==> src/rtl/keypad_pkg.sv <==
// Shared types and constants for the 4x4 keypad scanner.
package keypad_pkg;

  typedef enum logic [1:0] {
    SCAN     = 2'd0,
    PRESS_DB = 2'd1,
    HELD     = 2'd2,
    REL_DB   = 2'd3
  } state_t;

  localparam logic [3:0] KEY_EQ  = 4'd10;
  localparam logic [3:0] KEY_CLR = 4'd11;
  localparam logic [3:0] KEY_ADD = 4'd12;
  localparam logic [3:0] KEY_SUB = 4'd13;
  localparam logic [3:0] KEY_MUL = 4'd14;
  localparam logic [3:0] KEY_DIV = 4'd15;

  localparam logic [3:0] ROW_RST  = 4'b1110;
  localparam logic [3:0] COL_IDLE = 4'b1111;

  // Exactly one line pulled low.
  function automatic logic one_low(input logic [3:0] v);
    return ($countones(~v) == 1);
  endfunction

  // Position of the low bit in a one-hot-low vector.
  function automatic logic [1:0] low_idx(input logic [3:0] v);
    logic [1:0] idx;
    idx = 2'd0;
    for (int i = 0; i < 4; i++)
      if (!v[i]) idx = 2'(i);
    return idx;
  endfunction

  function automatic logic [3:0] rot_row(input logic [3:0] v);
    return {v[2:0], v[3]};
  endfunction

endpackage

==> src/rtl/keypad_scan_if.sv <==
// Keypad matrix lines plus the key-code output toward the calculator core.
interface keypad_if;
  logic [3:0] key_col;
  logic [3:0] key_row;
  logic [3:0] data;
  logic       flag;

  modport master (input key_col, output key_row, output data, output flag);
  modport slave  (output key_col, input key_row, input data, input flag);
endinterface

==> src/rtl/key_sync.sv <==
// Two-flop synchronizer for the asynchronous column lines; idles high.
module key_sync
  import keypad_pkg::*;
#(
  parameter int W = 4
) (
  input  logic         clk_1khz,
  input  logic         rst,
  input  logic [W-1:0] din,
  output logic [W-1:0] dout
);
  logic [W-1:0] meta;

  always_ff @(posedge clk_1khz or posedge rst) begin
    if (rst) begin
      meta <= {W{1'b1}};
      dout <= {W{1'b1}};
    end else begin
      meta <= din;
      dout <= meta;
    end
  end
endmodule

==> src/rtl/keypad_scan.sv <==
// 4x4 keypad scanner with press/release debounce and a one-clock flag per key.
// Optional auto-repeat while held: define KEY_REPEAT_EN.
module keypad_scan
  import keypad_pkg::*;
#(
  parameter int ROW_DWELL    = 4,
  parameter int DEBOUNCE_CYC = 20
`ifdef KEY_REPEAT_EN
  ,
  parameter int REPEAT_DELAY_CYC = 500,
  parameter int REPEAT_CYC       = 100
`endif
) (
  input logic      clk_1khz,
  input logic      rst,
  keypad_if.master kp
);
  localparam int CNT_MAX = (ROW_DWELL > DEBOUNCE_CYC) ? ROW_DWELL : DEBOUNCE_CYC;
  localparam int CNT_W   = $clog2(CNT_MAX + 1);
  localparam logic [CNT_W-1:0] DWELL_LAST = CNT_W'(ROW_DWELL - 1);
  localparam logic [CNT_W-1:0] DB_LAST    = CNT_W'(DEBOUNCE_CYC - 1);

  state_t           state, state_n;
  logic [CNT_W-1:0] cnt, cnt_n;
  logic [3:0]       row_q, row_n;
  logic [3:0]       lcol, lcol_n;
  logic [3:0]       data_q, data_n;
  logic             flag_q, flag_n;
  logic [3:0]       col_s;

`ifdef KEY_REPEAT_EN
  localparam int REP_MAX = (REPEAT_DELAY_CYC > REPEAT_CYC) ? REPEAT_DELAY_CYC : REPEAT_CYC;
  localparam int REP_W   = $clog2(REP_MAX + 1);
  logic [REP_W-1:0] rep_cnt, rep_cnt_n, rep_tgt;
  logic             rep_first, rep_first_n;
  logic             rep_on, rep_on_n;
  assign rep_tgt = rep_first ? REP_W'(REPEAT_DELAY_CYC - 1) : REP_W'(REPEAT_CYC - 1);
`endif

  key_sync #(.W(4)) u_sync (
    .clk_1khz (clk_1khz),
    .rst      (rst),
    .din      (kp.key_col),
    .dout     (col_s)
  );

  assign kp.key_row = row_q;
  assign kp.data    = data_q;
  assign kp.flag    = flag_q;

  always_ff @(posedge clk_1khz or posedge rst) begin
    if (rst) begin
      state  <= SCAN;
      cnt    <= '0;
      row_q  <= ROW_RST;
      lcol   <= COL_IDLE;
      data_q <= 4'd0;
      flag_q <= 1'b0;
`ifdef KEY_REPEAT_EN
      rep_cnt   <= '0;
      rep_first <= 1'b0;
      rep_on    <= 1'b0;
`endif
    end else begin
      state  <= state_n;
      cnt    <= cnt_n;
      row_q  <= row_n;
      lcol   <= lcol_n;
      data_q <= data_n;
      flag_q <= flag_n;
`ifdef KEY_REPEAT_EN
      rep_cnt   <= rep_cnt_n;
      rep_first <= rep_first_n;
      rep_on    <= rep_on_n;
`endif
    end
  end

  always_comb begin
    state_n = state;
    cnt_n   = cnt;
    row_n   = row_q;
    lcol_n  = lcol;
    data_n  = data_q;
    flag_n  = 1'b0;
`ifdef KEY_REPEAT_EN
    rep_cnt_n   = rep_cnt;
    rep_first_n = rep_first;
    rep_on_n    = rep_on;
`endif
    unique case (state)
      SCAN: begin
        // Decide only on the last dwell clock so the synchronizer has settled.
        if (cnt == DWELL_LAST) begin
          cnt_n = '0;
          if (one_low(col_s)) begin
            state_n = PRESS_DB;
            lcol_n  = col_s;
          end else begin
            row_n = rot_row(row_q);
          end
        end else begin
          cnt_n = cnt + 1'b1;
        end
      end
      PRESS_DB: begin
        if (col_s != lcol) begin
          state_n = SCAN;
          cnt_n   = '0;
          row_n   = rot_row(row_q);
        end else if (cnt == DB_LAST) begin
          state_n = HELD;
          cnt_n   = '0;
          flag_n  = 1'b1;
          data_n  = {low_idx(row_q), low_idx(lcol)};
`ifdef KEY_REPEAT_EN
          rep_cnt_n   = '0;
          rep_first_n = 1'b1;
          rep_on_n    = 1'b1;
`endif
        end else begin
          cnt_n = cnt + 1'b1;
        end
      end
      HELD: begin
        if (col_s == COL_IDLE) begin
          state_n = REL_DB;
          cnt_n   = '0;
        end
`ifdef KEY_REPEAT_EN
        // Repeat stops for good once the column leaves the accepted key.
        if (col_s != lcol) begin
          rep_on_n = 1'b0;
        end else if (rep_on) begin
          if (rep_cnt == rep_tgt) begin
            flag_n      = 1'b1;
            rep_cnt_n   = '0;
            rep_first_n = 1'b0;
          end else begin
            rep_cnt_n = rep_cnt + 1'b1;
          end
        end
`endif
      end
      REL_DB: begin
        if (col_s != COL_IDLE) begin
          state_n = HELD;
          cnt_n   = '0;
        end else if (cnt == DB_LAST) begin
          state_n = SCAN;
          cnt_n   = '0;
          row_n   = rot_row(row_q);
        end else begin
          cnt_n = cnt + 1'b1;
        end
      end
      default: state_n = SCAN;
    endcase
  end

endmodule

==> src/flat_wrapper.sv <==
// flat-port wrapper written by rule: the top's interface ports become plain ports
module keypad_scan_flat import keypad_pkg::*;
#(
  parameter int ROW_DWELL    = 4,
  parameter int DEBOUNCE_CYC = 20

)
  (clk_1khz, rst, kp_key_col, kp_key_row, kp_data, kp_flag);
  keypad_if kp_i ();
  input logic clk_1khz;
  input logic rst;
  input wire logic [$bits(kp_i.key_col)-1:0] kp_key_col;
  output wire logic [$bits(kp_i.key_row)-1:0] kp_key_row;
  output wire logic [$bits(kp_i.data)-1:0] kp_data;
  output wire logic [$bits(kp_i.flag)-1:0] kp_flag;
  assign kp_i.key_col = kp_key_col;
  assign kp_key_row = kp_i.key_row;
  assign kp_data = kp_i.data;
  assign kp_flag = kp_i.flag;
  keypad_scan #(.ROW_DWELL(ROW_DWELL), .DEBOUNCE_CYC(DEBOUNCE_CYC)) u_core (.clk_1khz(clk_1khz), .rst(rst), .kp(kp_i));
endmodule
==> config.mk <==
export PLATFORM = sky130hd
export DESIGN_NAME = keypad_scan_flat
export DESIGN_NICKNAME = d
export VERILOG_FILES = /design/src/rtl/keypad_pkg.sv /design/src/rtl/keypad_scan_if.sv /design/src/rtl/key_sync.sv /design/src/rtl/keypad_scan.sv /design/src/flat_wrapper.sv
export SDC_FILE = /design/constraint.sdc
export NUM_CORES = 1
export LEC_CHECK = 0
export CAP_MARGIN = 15
export CORE_MARGIN = 4
export CORE_UTILIZATION = 30
export CTS_CLUSTER_SIZE = 25
export DETAILED_ROUTE_END_ITERATION = 10
export DONT_BUFFER_PORTS = 1
export GPL_TIMING_DRIVEN = 0
export SLEW_MARGIN = 20
export SYNTH_ARGS = -nofsm -noshare
export SYNTH_HDL_FRONTEND = slang
export SYNTH_SLANG_ARGS = --single-unit
==> constraint.sdc <==
create_clock -name clk_1khz -period 2.85 [get_ports clk_1khz]
set_clock_uncertainty 0.05 [all_clocks]
set_input_delay 0.855 -clock clk_1khz [delete_from_list [all_inputs] [get_ports clk_1khz]]
set_output_delay 0.855 -clock clk_1khz [all_outputs]
set_load 0.03 [all_outputs]
==> metrics.md <==
| Metric | Value |
|---|---|
| Asr flop ratio synth | `100%` |
| Post-CTS Hold Buffers | `0` |
| Die area | `5540 µm²` |
| Measured slew at the worst slew-check pin | `0.945 ns` |
| Register Area | `719 µm²` |
| Critical path launch point type | `flop` |
| Final period util | `94.2%` |
| Critical path buffer and inverter count | `1` |
| Share of the synthesized area in the top cell type | `29.7%` |
| Fin. Hold Viols | `0` |
| Most common cell after layout, fill and taps aside | `dfstp_2` |
| Rel. slew slack | `36.6%` |
| Worst hold path type | `reg -> reg` |
| Seq/Total Area, Yosys | `54.3%` |
| Reported leakage power | `0.000618 µW` |
| WL/cell | `12.8 µm` |
| WL final | `2.06 mm` |
| Max incr delay on CP | `0.57 ns` |
| Inst Count DP | `157` |
| Clock Pin Slew Worst Setup and Hold Paths | `0.09 ns` |
| Synth cell types | `33` |
| Cells after Synth | `107` |
| Yosys top cell by area | `dfstp_2` |
| Count of state elements after synthesis | `28` |
| Crit Path Max Fanout | `4` |
| CP max-delay cell | `dfstp_2` |
| First-pass iteration count of the detailed router | `4` |
| Compound-gate portion of the synthesized area | `9.73%` |
| Largest family of logic cells by synthesized area | `simple AND/OR/NAND/NOR gates` |
| Post-synthesis adder-cell area fraction | `7.18%` |
| Via/cell ratio | `4.91` |
| EDFF count, synth | `0` |
| Multiplexer share of the synthesized area | `7.65%` |
| Max cap viols | `0` |
| Cell Area, Synth | `1330 µm²` |
| Syn Area/Cell | `12.4 µm²` |
| Syn. warnings | `0` |
| Die Width | `74.5 µm` |
| Cell Pwr Density | `755 nW/µm²` |
| Area Growth Syn to Fin | `8.88%` |
| Post-layout nets | `125` |
| First-pass GRT wire length | `3.64 mm` |
| Worst path required time | `3.00 ns` |
| Synth area leaders | `dfstp_2 (30%), dfrtp_1 (25%), mux2_2 (7.6%)` |
| Crit-path leading delay family | `adder cells` |
| Number of gates resized after cts | `0` |
| Cells along the critical path | `inv_1 > ha_1 > ha_1 > fa_1 > nor2_1 > nand2_1 > nor4_4 > mux2_2` |
| Simple-Gate Fraction of Synth Area | `15.8%` |
| CTS sink cnt | `28` |
| Ys flop type | `dfstp_2` |
| Starting Density | `32.0%` |
| Dpl hpwl | `1.55 mm` |
| Die Y | `74.5 µm` |
| Final count of pins violating max slew | `0` |
| H-tree depth | `1` |
| Overflow after GRT | `0` |
| Status | `finished clean` |
| Crit path kind | `reg -> reg` |
| Max VDD drop | `371 µV` |
| RSZ-0062 raised after global routing | `no` |
| IO Pins | `15` |
| Setup violations, final | `0` |
| Critical Path Sink Type | `flop` |
| Final Wtd Congestion | `0.775` |
| Fmax achieved | `373 MHz` |
| Post-route antenna net violation count | `0` |
| Root buffer cell | `clkbuf_8` |
| Clock Tree Buf Depth | `2` |
| Synth Area in XOR/XNOR | `3.31%` |
| Initial drt markers | `18` |
| Worst-Skew Late Latency | `0.27 ns` |
| CP Data Arrival Time | `2.84 ns` |
| ANT cells | `0` |
| Site Rows | `23` |
| Post-CTS Setup Repair Bufs | `0` |
| Vias | `790` |
| Layout Cells excl Fill | `161` |
| Multi-input gate area | `578 µm²` |
| DR DRC count | `0` |
| Buffers added on ports | `0` |
| CTS Buf Count | `3` |
| Initial antenna violation count | `0` |
| Final TNS setup | `0 ns` |
| CORE AREA | `4140 µm²` |
| Vias in the first global route | `828` |
| Fill cells | `433` |
| Commonest cells after routing, fill and taps aside | `dfstp_2 (15), dfrtp_1 (13), mux2_2 (9)` |
| Worst R2R Setup Slack | `0.17 ns` |
| Min cycle time layout | `2.68 ns` |
| Most frequent CP cell | `ha_1` |
| Synth Net Count | `120` |
| Share of cells above drive strength 1 | `31.5%` |
| CTS tree | `done` |
| Largest net degree at the start of global routing | `29` |
| Tot GR Track Use | `8.55%` |
-- worst reg2reg max path: stages (launching register included) --
cell and delay [ns]:
dfstp_2 0.57, inv_1 0.05, ha_1 0.29, ha_1 0.21
fa_1 0.43, nor2_1 0.16, nand2_1 0.12, nor4_4 0.36
mux2_2 0.39
-- synth_stat cells, types with 2 or more instances --
master    count
mux2_2        9
xor2_1        4
and3_1        3
a21oi_1       2
o21ai_0       4
inv_1         6
a221o_1       2
a31oi_1       5
dfrtp_1      13
nand3_1       3
nand2b_1      4
nor3_1        2
and2_1        3
dfstp_2      15
nor2_1        8
nand2_1       2
ha_1          6
-- through the flow --
step / area (µm²) / hold slack (ns) / worst slack, ns / total power (µW) / utilization (%)
floorplan: 1330 / 0.295 / 0.346 / 800 / -
global placement: 1390 / 0.296 / 0.190 / 844 / 33.5
detailed placement: 1390 / 0.297 / 0.131 / 862 / 33.5
CTS: 1440 / 0.311 / 0.120 / 1110 / 34.8
global route: 1440 / 0.312 / 0.0168 / 1170 / 34.8
finish: 1440 / 0.310 / 0.166 / 1090 / 34.8
-- registers in the layout (all words and copies together), names as in the netlist --
| name | count |
|---|---|
| u_core.state | 2 |
| u_core.kp.key_row | 4 |
| u_core.cnt | 5 |
| u_core.lcol | 4 |
| u_core.u_sync.meta | 4 |
| u_core.u_sync.dout | 4 |
| u_core.kp.data | 4 |
| u_core.kp.flag | 1 |
-- worst paths after layout --
| kind | from | end | depth (start not counted) |
|---|---|---|---|
| setup / recovery | u_core.u_sync.dout[0]$_DFF_PP1_ | u_core.lcol[2]$_DFFE_PP1P_ | 8 |
| hold / removal | u_core.u_sync.meta[2]$_DFF_PP1_ | u_core.u_sync.dout[2]$_DFF_PP1_ | 0 |
| setup reg to reg | u_core.u_sync.dout[0]$_DFF_PP1_ | u_core.lcol[2]$_DFFE_PP1P_ | 8 |
| hold reg to reg | u_core.u_sync.meta[2]$_DFF_PP1_ | u_core.u_sync.dout[2]$_DFF_PP1_ | 0 |
| max in group asynchronous | rst | u_core.state[0]$_DFFE_PP0P_ | 1 |
| min in group asynchronous | rst | u_core.kp.key_row[0]$_DFFE_PP0P_ | 1 |
-- where the power goes --
group	leakage [µW]	switching, µW	internal (µW)	total, µW
logic	0.000258	125	153	278
registers	0.000331	74.2	495	569
clock network	0.0000288	118	124	241
-- final cells by class --
| class | count | share of cell area [%] |
|---|---|---|
| Buffer | 1 | 0.347 |
| Sequential cell | 28 | 49.9 |
| Inverter | 6 | 1.56 |
| Multi-Input combinational cell | 72 | 40.1 |
| Tap cell | 50 | 4.34 |
| Clock buffer | 4 | 3.82 |
-- routing by layer --
| layer | track usage (%) | share of wire [%] |
|---|---|---|
| met1 | 10.7 | 48 |
| met2 | 13.5 | 46 |
| met4 | 4.15 | 2.0 |
| met5 | 0 | 0 |
| met3 | 2.57 | 4.4 |
-- kinds of logic after synthesis --
| family | Yosys count |
|---|---|
| buffers and inverters | 7 |
| muxes | 9 |
| and+or+nand+nor | 33 |
| DFF | 28 |
| AOI/OAI and AO/OA | 18 |
| xor gates and xnor gates | 5 |
| adders and majority gates | 7 |
Note: power is estimated with default switching activity, not from simulation.
